--- src/rtl/alu_ctrl_decoder_if.sv ---
// ID-to-EX ALU-control bus: decode inputs from ID and the registered EX-side control fields.
// The master modport drives the ID side; the slave modport is the decoder.
interface alu_ctrl_decoder_if #(
   parameter int unsigned CNT_WIDTH = 8
);
   logic [31:0]          i_instr_ID;
   logic                 i_valid_ID;
   logic                 i_stall_ID;
   logic                 i_flush_EX;
   logic [4:0]           o_alu_ctrl_EX;
   logic                 o_valid_EX;
   logic                 o_illegal_EX;
   logic                 o_is_branch_EX;
   logic [CNT_WIDTH-1:0] o_illegal_cnt_EX;

   modport master (
      output i_instr_ID, i_valid_ID, i_stall_ID, i_flush_EX,
      input  o_alu_ctrl_EX, o_valid_EX, o_illegal_EX, o_is_branch_EX, o_illegal_cnt_EX
   );

   modport slave (
      input  i_instr_ID, i_valid_ID, i_stall_ID, i_flush_EX,
      output o_alu_ctrl_EX, o_valid_EX, o_illegal_EX, o_is_branch_EX, o_illegal_cnt_EX
   );
endinterface

--- src/rtl/alu_ctrl_decoder.sv ---
// RV32I ALU-control decoder owning the ALU-control field of the ID/EX register.
// Define ALU_CTRL_DEC_ILLEGAL_CNT_EN to build the saturating illegal-instruction counter.
module alu_ctrl_decoder #(
   parameter int unsigned CNT_WIDTH = 8
) (
   input logic                i_clk,
   input logic                i_rst,
   alu_ctrl_decoder_if.slave  bus
);
   typedef enum logic [4:0] {
      AluAnd = 5'd0, AluOr = 5'd1, AluXor = 5'd2, AluAdd = 5'd3, AluSub = 5'd4,
      AluSll = 5'd5, AluSrl = 5'd6, AluSlt = 5'd7, AluSltu = 5'd8, AluSra = 5'd9,
      AluBeq = 5'd10, AluBne = 5'd11, AluBlt = 5'd12, AluBltu = 5'd13, AluBge = 5'd14,
      AluBgeu = 5'd15, AluLui = 5'd16, AluAuipc = 5'd17, AluFence = 5'd18,
      AluEcall = 5'd19, AluEbreak = 5'd20
   } alu_op_e;

   logic [6:0] op;
   logic [2:0] f3;
   logic [6:0] f7;
   alu_op_e    dec_ctrl;
   logic       dec_illegal;
   logic       dec_branch;
   logic       load_en;

   logic [4:0] ctrl_q;
   logic       valid_q, illegal_q, branch_q;

   assign op = bus.i_instr_ID[6:0];
   assign f3 = bus.i_instr_ID[14:12];
   assign f7 = bus.i_instr_ID[31:25];

   always_comb begin
      dec_ctrl    = AluAdd;
      dec_illegal = 1'b0;
      case (op)
         7'b0110011: begin
            if (f7 == 7'b0000000) begin
               case (f3)
                  3'b000:  dec_ctrl = AluAdd;
                  3'b001:  dec_ctrl = AluSll;
                  3'b010:  dec_ctrl = AluSlt;
                  3'b011:  dec_ctrl = AluSltu;
                  3'b100:  dec_ctrl = AluXor;
                  3'b101:  dec_ctrl = AluSrl;
                  3'b110:  dec_ctrl = AluOr;
                  default: dec_ctrl = AluAnd;
               endcase
            end else if (f7 == 7'b0100000 && f3 == 3'b000) begin
               dec_ctrl = AluSub;
            end else if (f7 == 7'b0100000 && f3 == 3'b101) begin
               dec_ctrl = AluSra;
            end else begin
               dec_illegal = 1'b1;
            end
         end
         7'b0010011: begin
            case (f3)
               3'b000: dec_ctrl = AluAdd;
               3'b010: dec_ctrl = AluSlt;
               3'b011: dec_ctrl = AluSltu;
               3'b100: dec_ctrl = AluXor;
               3'b110: dec_ctrl = AluOr;
               3'b111: dec_ctrl = AluAnd;
               3'b001: begin
                  if (f7 == 7'b0000000) dec_ctrl = AluSll;
                  else                  dec_illegal = 1'b1;
               end
               default: begin
                  if (f7 == 7'b0000000)      dec_ctrl = AluSrl;
                  else if (f7 == 7'b0100000) dec_ctrl = AluSra;
                  else                       dec_illegal = 1'b1;
               end
            endcase
         end
         7'b0000011, 7'b0100011, 7'b1101111: dec_ctrl = AluAdd;
         7'b1100111: dec_illegal = (f3 != 3'b000);
         7'b1100011: begin
            case (f3)
               3'b000:  dec_ctrl = AluBeq;
               3'b001:  dec_ctrl = AluBne;
               3'b100:  dec_ctrl = AluBlt;
               3'b101:  dec_ctrl = AluBge;
               3'b110:  dec_ctrl = AluBltu;
               3'b111:  dec_ctrl = AluBgeu;
               default: dec_illegal = 1'b1;
            endcase
         end
         7'b0110111: dec_ctrl = AluLui;
         7'b0010111: dec_ctrl = AluAuipc;
         7'b0001111: dec_ctrl = AluFence;
         7'b1110011: begin
            if (bus.i_instr_ID == 32'h0000_0073)      dec_ctrl = AluEcall;
            else if (bus.i_instr_ID == 32'h0010_0073) dec_ctrl = AluEbreak;
            else                                      dec_illegal = 1'b1;
         end
         default: dec_illegal = 1'b1;
      endcase
      // Illegal decodes always fall back to ADD.
      if (dec_illegal) dec_ctrl = AluAdd;
   end

   assign dec_branch = (dec_ctrl >= AluBeq) && (dec_ctrl <= AluBgeu);
   assign load_en    = !bus.i_flush_EX && !bus.i_stall_ID && bus.i_valid_ID;

   always_ff @(posedge i_clk or posedge i_rst) begin
      if (i_rst) begin
         ctrl_q    <= 5'd0;
         valid_q   <= 1'b0;
         illegal_q <= 1'b0;
         branch_q  <= 1'b0;
      end else if (bus.i_flush_EX || (!bus.i_stall_ID && !bus.i_valid_ID)) begin
         ctrl_q    <= 5'd0;
         valid_q   <= 1'b0;
         illegal_q <= 1'b0;
         branch_q  <= 1'b0;
      end else if (load_en) begin
         ctrl_q    <= dec_ctrl;
         valid_q   <= 1'b1;
         illegal_q <= dec_illegal;
         branch_q  <= dec_branch;
      end
   end

   assign bus.o_alu_ctrl_EX  = ctrl_q;
   assign bus.o_valid_EX     = valid_q;
   assign bus.o_illegal_EX   = illegal_q;
   assign bus.o_is_branch_EX = branch_q;

`ifdef ALU_CTRL_DEC_ILLEGAL_CNT_EN
   logic [CNT_WIDTH-1:0] cnt_q;

   always_ff @(posedge i_clk or posedge i_rst) begin
      if (i_rst) begin
         cnt_q <= '0;
      end else if (load_en && dec_illegal && (cnt_q != {CNT_WIDTH{1'b1}})) begin
         cnt_q <= cnt_q + CNT_WIDTH'(1);
      end
   end

   assign bus.o_illegal_cnt_EX = cnt_q;
`else
   assign bus.o_illegal_cnt_EX = '0;
`endif
endmodule

--- src/flat_wrapper.sv ---
// flat-port wrapper written by rule: the top's interface ports become plain ports
module alu_ctrl_decoder_flat 
#(
   parameter int unsigned CNT_WIDTH = 8
)
  (i_clk, i_rst, bus_i_instr_ID, bus_i_valid_ID, bus_i_stall_ID, bus_i_flush_EX, bus_o_alu_ctrl_EX, bus_o_valid_EX, bus_o_illegal_EX, bus_o_is_branch_EX, bus_o_illegal_cnt_EX);
  alu_ctrl_decoder_if #(.CNT_WIDTH(CNT_WIDTH)) bus_i ();
  input logic i_clk;
  input logic i_rst;
  input wire logic [$bits(bus_i.i_instr_ID)-1:0] bus_i_instr_ID;
  input wire logic [$bits(bus_i.i_valid_ID)-1:0] bus_i_valid_ID;
  input wire logic [$bits(bus_i.i_stall_ID)-1:0] bus_i_stall_ID;
  input wire logic [$bits(bus_i.i_flush_EX)-1:0] bus_i_flush_EX;
  output wire logic [$bits(bus_i.o_alu_ctrl_EX)-1:0] bus_o_alu_ctrl_EX;
  output wire logic [$bits(bus_i.o_valid_EX)-1:0] bus_o_valid_EX;
  output wire logic [$bits(bus_i.o_illegal_EX)-1:0] bus_o_illegal_EX;
  output wire logic [$bits(bus_i.o_is_branch_EX)-1:0] bus_o_is_branch_EX;
  output wire logic [$bits(bus_i.o_illegal_cnt_EX)-1:0] bus_o_illegal_cnt_EX;
  assign bus_i.i_instr_ID = bus_i_instr_ID;
  assign bus_i.i_valid_ID = bus_i_valid_ID;
  assign bus_i.i_stall_ID = bus_i_stall_ID;
  assign bus_i.i_flush_EX = bus_i_flush_EX;
  assign bus_o_alu_ctrl_EX = bus_i.o_alu_ctrl_EX;
  assign bus_o_valid_EX = bus_i.o_valid_EX;
  assign bus_o_illegal_EX = bus_i.o_illegal_EX;
  assign bus_o_is_branch_EX = bus_i.o_is_branch_EX;
  assign bus_o_illegal_cnt_EX = bus_i.o_illegal_cnt_EX;
  alu_ctrl_decoder #(.CNT_WIDTH(CNT_WIDTH)) u_core (.i_clk(i_clk), .i_rst(i_rst), .bus(bus_i));
endmodule
--- config.mk ---
export PLATFORM = sky130hd
export DESIGN_NAME = alu_ctrl_decoder_flat
export DESIGN_NICKNAME = d
export VERILOG_FILES = /design/src/rtl/alu_ctrl_decoder_if.sv /design/src/rtl/alu_ctrl_decoder.sv /design/src/flat_wrapper.sv
export SDC_FILE = /design/constraint.sdc
export NUM_CORES = 1
export LEC_CHECK = 0
export CAP_MARGIN = 20
export CELL_PAD_IN_SITES_DETAIL_PLACEMENT = 0
export CELL_PAD_IN_SITES_GLOBAL_PLACEMENT = 1
export CORE_ASPECT_RATIO = 0.6
export CORE_MARGIN = 1.5
export CORE_UTILIZATION = 27
export DETAILED_ROUTE_END_ITERATION = 8
export PLACE_DENSITY_LB_ADDON = 0.05
export RECOVER_POWER = 100
export REMOVE_ABC_BUFFERS = 1
export SETUP_SLACK_MARGIN = 0.3
export SLEW_MARGIN = 25
export SYNTH_ARGS = -nofsm -noshare
export SYNTH_HDL_FRONTEND = slang
export SYNTH_SLANG_ARGS = --single-unit
--- constraint.sdc ---
create_clock -name i_clk -period 1 [get_ports i_clk]
set_input_delay 0.2 -clock i_clk [delete_from_list [all_inputs] [get_ports i_clk]]
set_output_delay 0.2 -clock i_clk [all_outputs]
set_load 0.005 [all_outputs]
==> qor.yml <==
critical_path:
  critPathRequiredTime_ps: 1100
  critPathBufInv: 2
  critPathArrivalTime_ps: 1600
  crit_start: "bus_i_instr_ID[25]"
  max_stage_delay_ps: 340
  reg2reg_from: "u_core.bus.o_valid_EX$_DFFE_PP0P_"
  rr_worst_depth: 3
  cp-end-kind: "flop"
  r2r_end: "u_core.bus.o_valid_EX$_DFFE_PP0P_"
  start_kind: "primary input"
  crit_path_frequent_cell: "nor4_4"
  path_delay_family: "simple AND/OR/NAND/NOR gates"
  rrSetupSlack_ps: 120
  crit_end: "u_core.bus.o_alu_ctrl_EX[0]$_DFFE_PP0P_"
  cpMaxStageDelayCell: "nor4_4"
  crit_path_max_fanout: 4
  path_class: "primary input to flop"
  cp_num_cells: 8
  path_cells: "buf_6 > nor4_4 > buf_4 > nand2_4 > nor4_4 > a41oi_2 > nor4_1 > o211ai_1"
drt:
  final_antenna_net_count: 0
  first_iter_violations: 63
  met3_wirelength_um: 251
  top_layer_used: "met4"
  wire_per_inst_um: 15.0
  drc: 0
  wl_um: 4200
  vias_per_cell: 5.00
  first_pass_iters: 4
  vias: 1401
  met1_length_um: 2000
  dr_wl_met2_um: 1930
placement:
  dpl.hpwl_um: 3200
  dp.cells: 264
  globalplace.congestion: 0.810
  dpl_cell_area_mm2: 0.00176
  io_buffer_count: 44
final_layout:
  stdcell_count: 280
  mostFrequentLayoutCells: "52 x buf_4, 18 x buf_2, 14 x nand2_1"
  drive_gt1_frac: 0.524
  multi_input_area_um2: 950
  regArea_um2: 200
  nets: 272
  final_area_mm2: 0.00202
  area_delta_synth_final_pct: 97.3
  antenna-diode-count: 0
  fillers: 363
  layout_commonest_cell: "buf_4"
timing:
  period_share: 1.50
  slew_violations: 0
  period_needed_ps: 1500
  worst_slack_ps: -498
  fin_skew_ps: 0
  clock.fmax_mhz: 667
  setup_viol: 7
  rsz0062_at_grt: "true"
  hold_viol_final: 0
floorplan:
  core_mm2: 0.00366
  dieArea_mm2: 0.00419
  die_h_um: 50.7
  num_rows: 17
  io_pins: 53
  die_w_um: 82.5
  initial_core_util: 0.280
clock_network:
  ctsLongestPathBuffers: 2
  clkSinkCount: 8
  clkTransAtPathRegs_ps: 40
  clkLatencyLatePin_ps: 230
  ctsRootBufferMaster: "clkbuf_8"
  cts-htree-levels: 1
  cts_tree: "built"
  cts_buffers: 3
synth:
  synth_fa_ha_area_frac: 0
  ys_warn_count: 0
  synth_area_leader_cell: "dfrtp_1"
  ys_seq_area_frac: 0.195
  ys.flop_type: "dfrtp_1"
  synth.area.mux_share: 0.0293
  synth_cell_types: 47
  netlist_instances: 137
  synth_top_area_share: 0.195
  avgSynthCellArea_um2: 7.48
  yosys.area_share.simple: 0.399
  synth_xor_area_frac: 0
  netlist_area_mm2: 0.00102
  synth_edf_count: 0
  netlist_top_cells_area: "dfrtp_1 20%, nand2_1 6.2%, buf_4 5.9%"
  synth_top_family_by_area: "simple AND/OR/NAND/NOR gates"
  synthArstFlopShare: 1.00
  ys_ff_latch: 8
  synth_compound_area_frac: 0.239
power:
  switching_share: 0.305
  p_leak_nw: 0.920
  combPwrFrac: 0.418
  net-switching-power_w: 0.000386
  p_int_w: 0.000880
  ir_worst_vdd_mv: 0.387
  seqPwrFrac: 0.269
  p_per_area_mw_per_mm2: 626
  finalPower_w: 0.00127
  power_frac_clock: 0.314
status:
  violations: "setup timing"
  status: "complete, but fails checks"
grt:
  grt_max_degree: 9
  first_global_vias: 1353
  antenna_found_initial: 0
  grt_overflow_total: 0
  track_usage: 0.217
  grt_pass1_wl_um: 6720
run:
  cap_violations: 0
min_path:
  hold_class: "primary input to async pin"
[repair_timing]
action,CTS,global route
gates cloned,1,0
setup buffers,9,3
setup endpoints to repair,16,16
pin swaps,34,21
gates resized for setup,179,13
hold buffers,0,0
[metrics by stage]
step	setup TNS [ps]	worst slack [ps]	utilization	hold WS, ps
floorplan	-2500	-524	-	15.7
global placement	-7410	-1130	0.480	463
detailed placement	-7690	-1220	0.480	480
CTS	-2600	-516	0.538	235
global route	-3220	-580	0.553	416
finish	-2730	-498	0.553	365
[sequential cells by signal (all words and copies together) (netlist names)]
name	cells
u_core.bus.o_alu_ctrl_EX	5
u_core.bus.o_illegal_EX	1
u_core.bus.o_is_branch_EX	1
u_core.bus.o_valid_EX	1
[power groups by stage]
stage / Sequential (W) / Clock [W] / Combinational [W]
3_3_place_gp: 0.000344 / 0 / 0.000472
6_report: 0.000340 / 0.000397 / 0.000529
5_1_grt: 0.000340 / 0.000422 / 0.000570
3_5_place_dp: 0.000345 / 0 / 0.000475
4_1_cts: 0.000339 / 0.000402 / 0.000509
2_1_floorplan: 0.000345 / 0 / 0.000125
[final cells by class]
| cell class | count | area share |
|---|---|---|
| clock buffer | 3 | 0.0204 |
| inverter | 3 | 0.00557 |
| multi-input combinational | 118 | 0.470 |
| sequential | 8 | 0.0990 |
| tap | 47 | 0.0291 |
| timing repair buffer | 101 | 0.376 |
[synth_stat cells, types with 2 or more instances]
cell        n
nand2b_1    3
a211oi_1    2
a21o_1      2
nor2b_1     6
buf_6       3
nor3_1      7
nand4_1     3
buf_4       8
dfrtp_1     8
nand2_1    17
nand3_1     4
a2bb2oi_1   2
o211ai_1    3
o21ai_0    10
mux2i_1     3
o21bai_1    2
nor4_1      5
a32oi_1     2
inv_1       3
nor2_1     14
a21oi_1     4
[cells by family after synthesis]
kind of cell    after synthesis
mux                           3
flops                         8
compound gates               35
other cells                   1
simple gates                 72
buf+inv                      18
[how the worst min path moves through the flow]
stage	slack, ps	from	cells past startpoint	endpoint
4_1_cts	230	i_rst	2	u_core.bus.o_illegal_EX$_DFFE_PP0P_
2_1_floorplan	20	i_rst	1	u_core.bus.o_alu_ctrl_EX[0]$_DFFE_PP0P_
6_report	360	i_rst	2	u_core.bus.o_alu_ctrl_EX[0]$_DFFE_PP0P_
5_1_grt	420	i_rst	2	u_core.bus.o_illegal_EX$_DFFE_PP0P_
3_5_place_dp	480	i_rst	2	u_core.bus.o_illegal_EX$_DFFE_PP0P_
3_3_place_gp	460	i_rst	2	u_core.bus.o_illegal_EX$_DFFE_PP0P_
[metal layers]
| metal | global-route usage | up-vias |
|---|---|---|
| li1 | - | 686 |
| met4 | 0.0333 | 0 |
| met2 | 0.351 | 49 |
| met1 | 0.306 | 659 |
| met5 | 0 | - |
| met3 | 0.0345 | 7 |
Power figures use the tool's default switching activity.
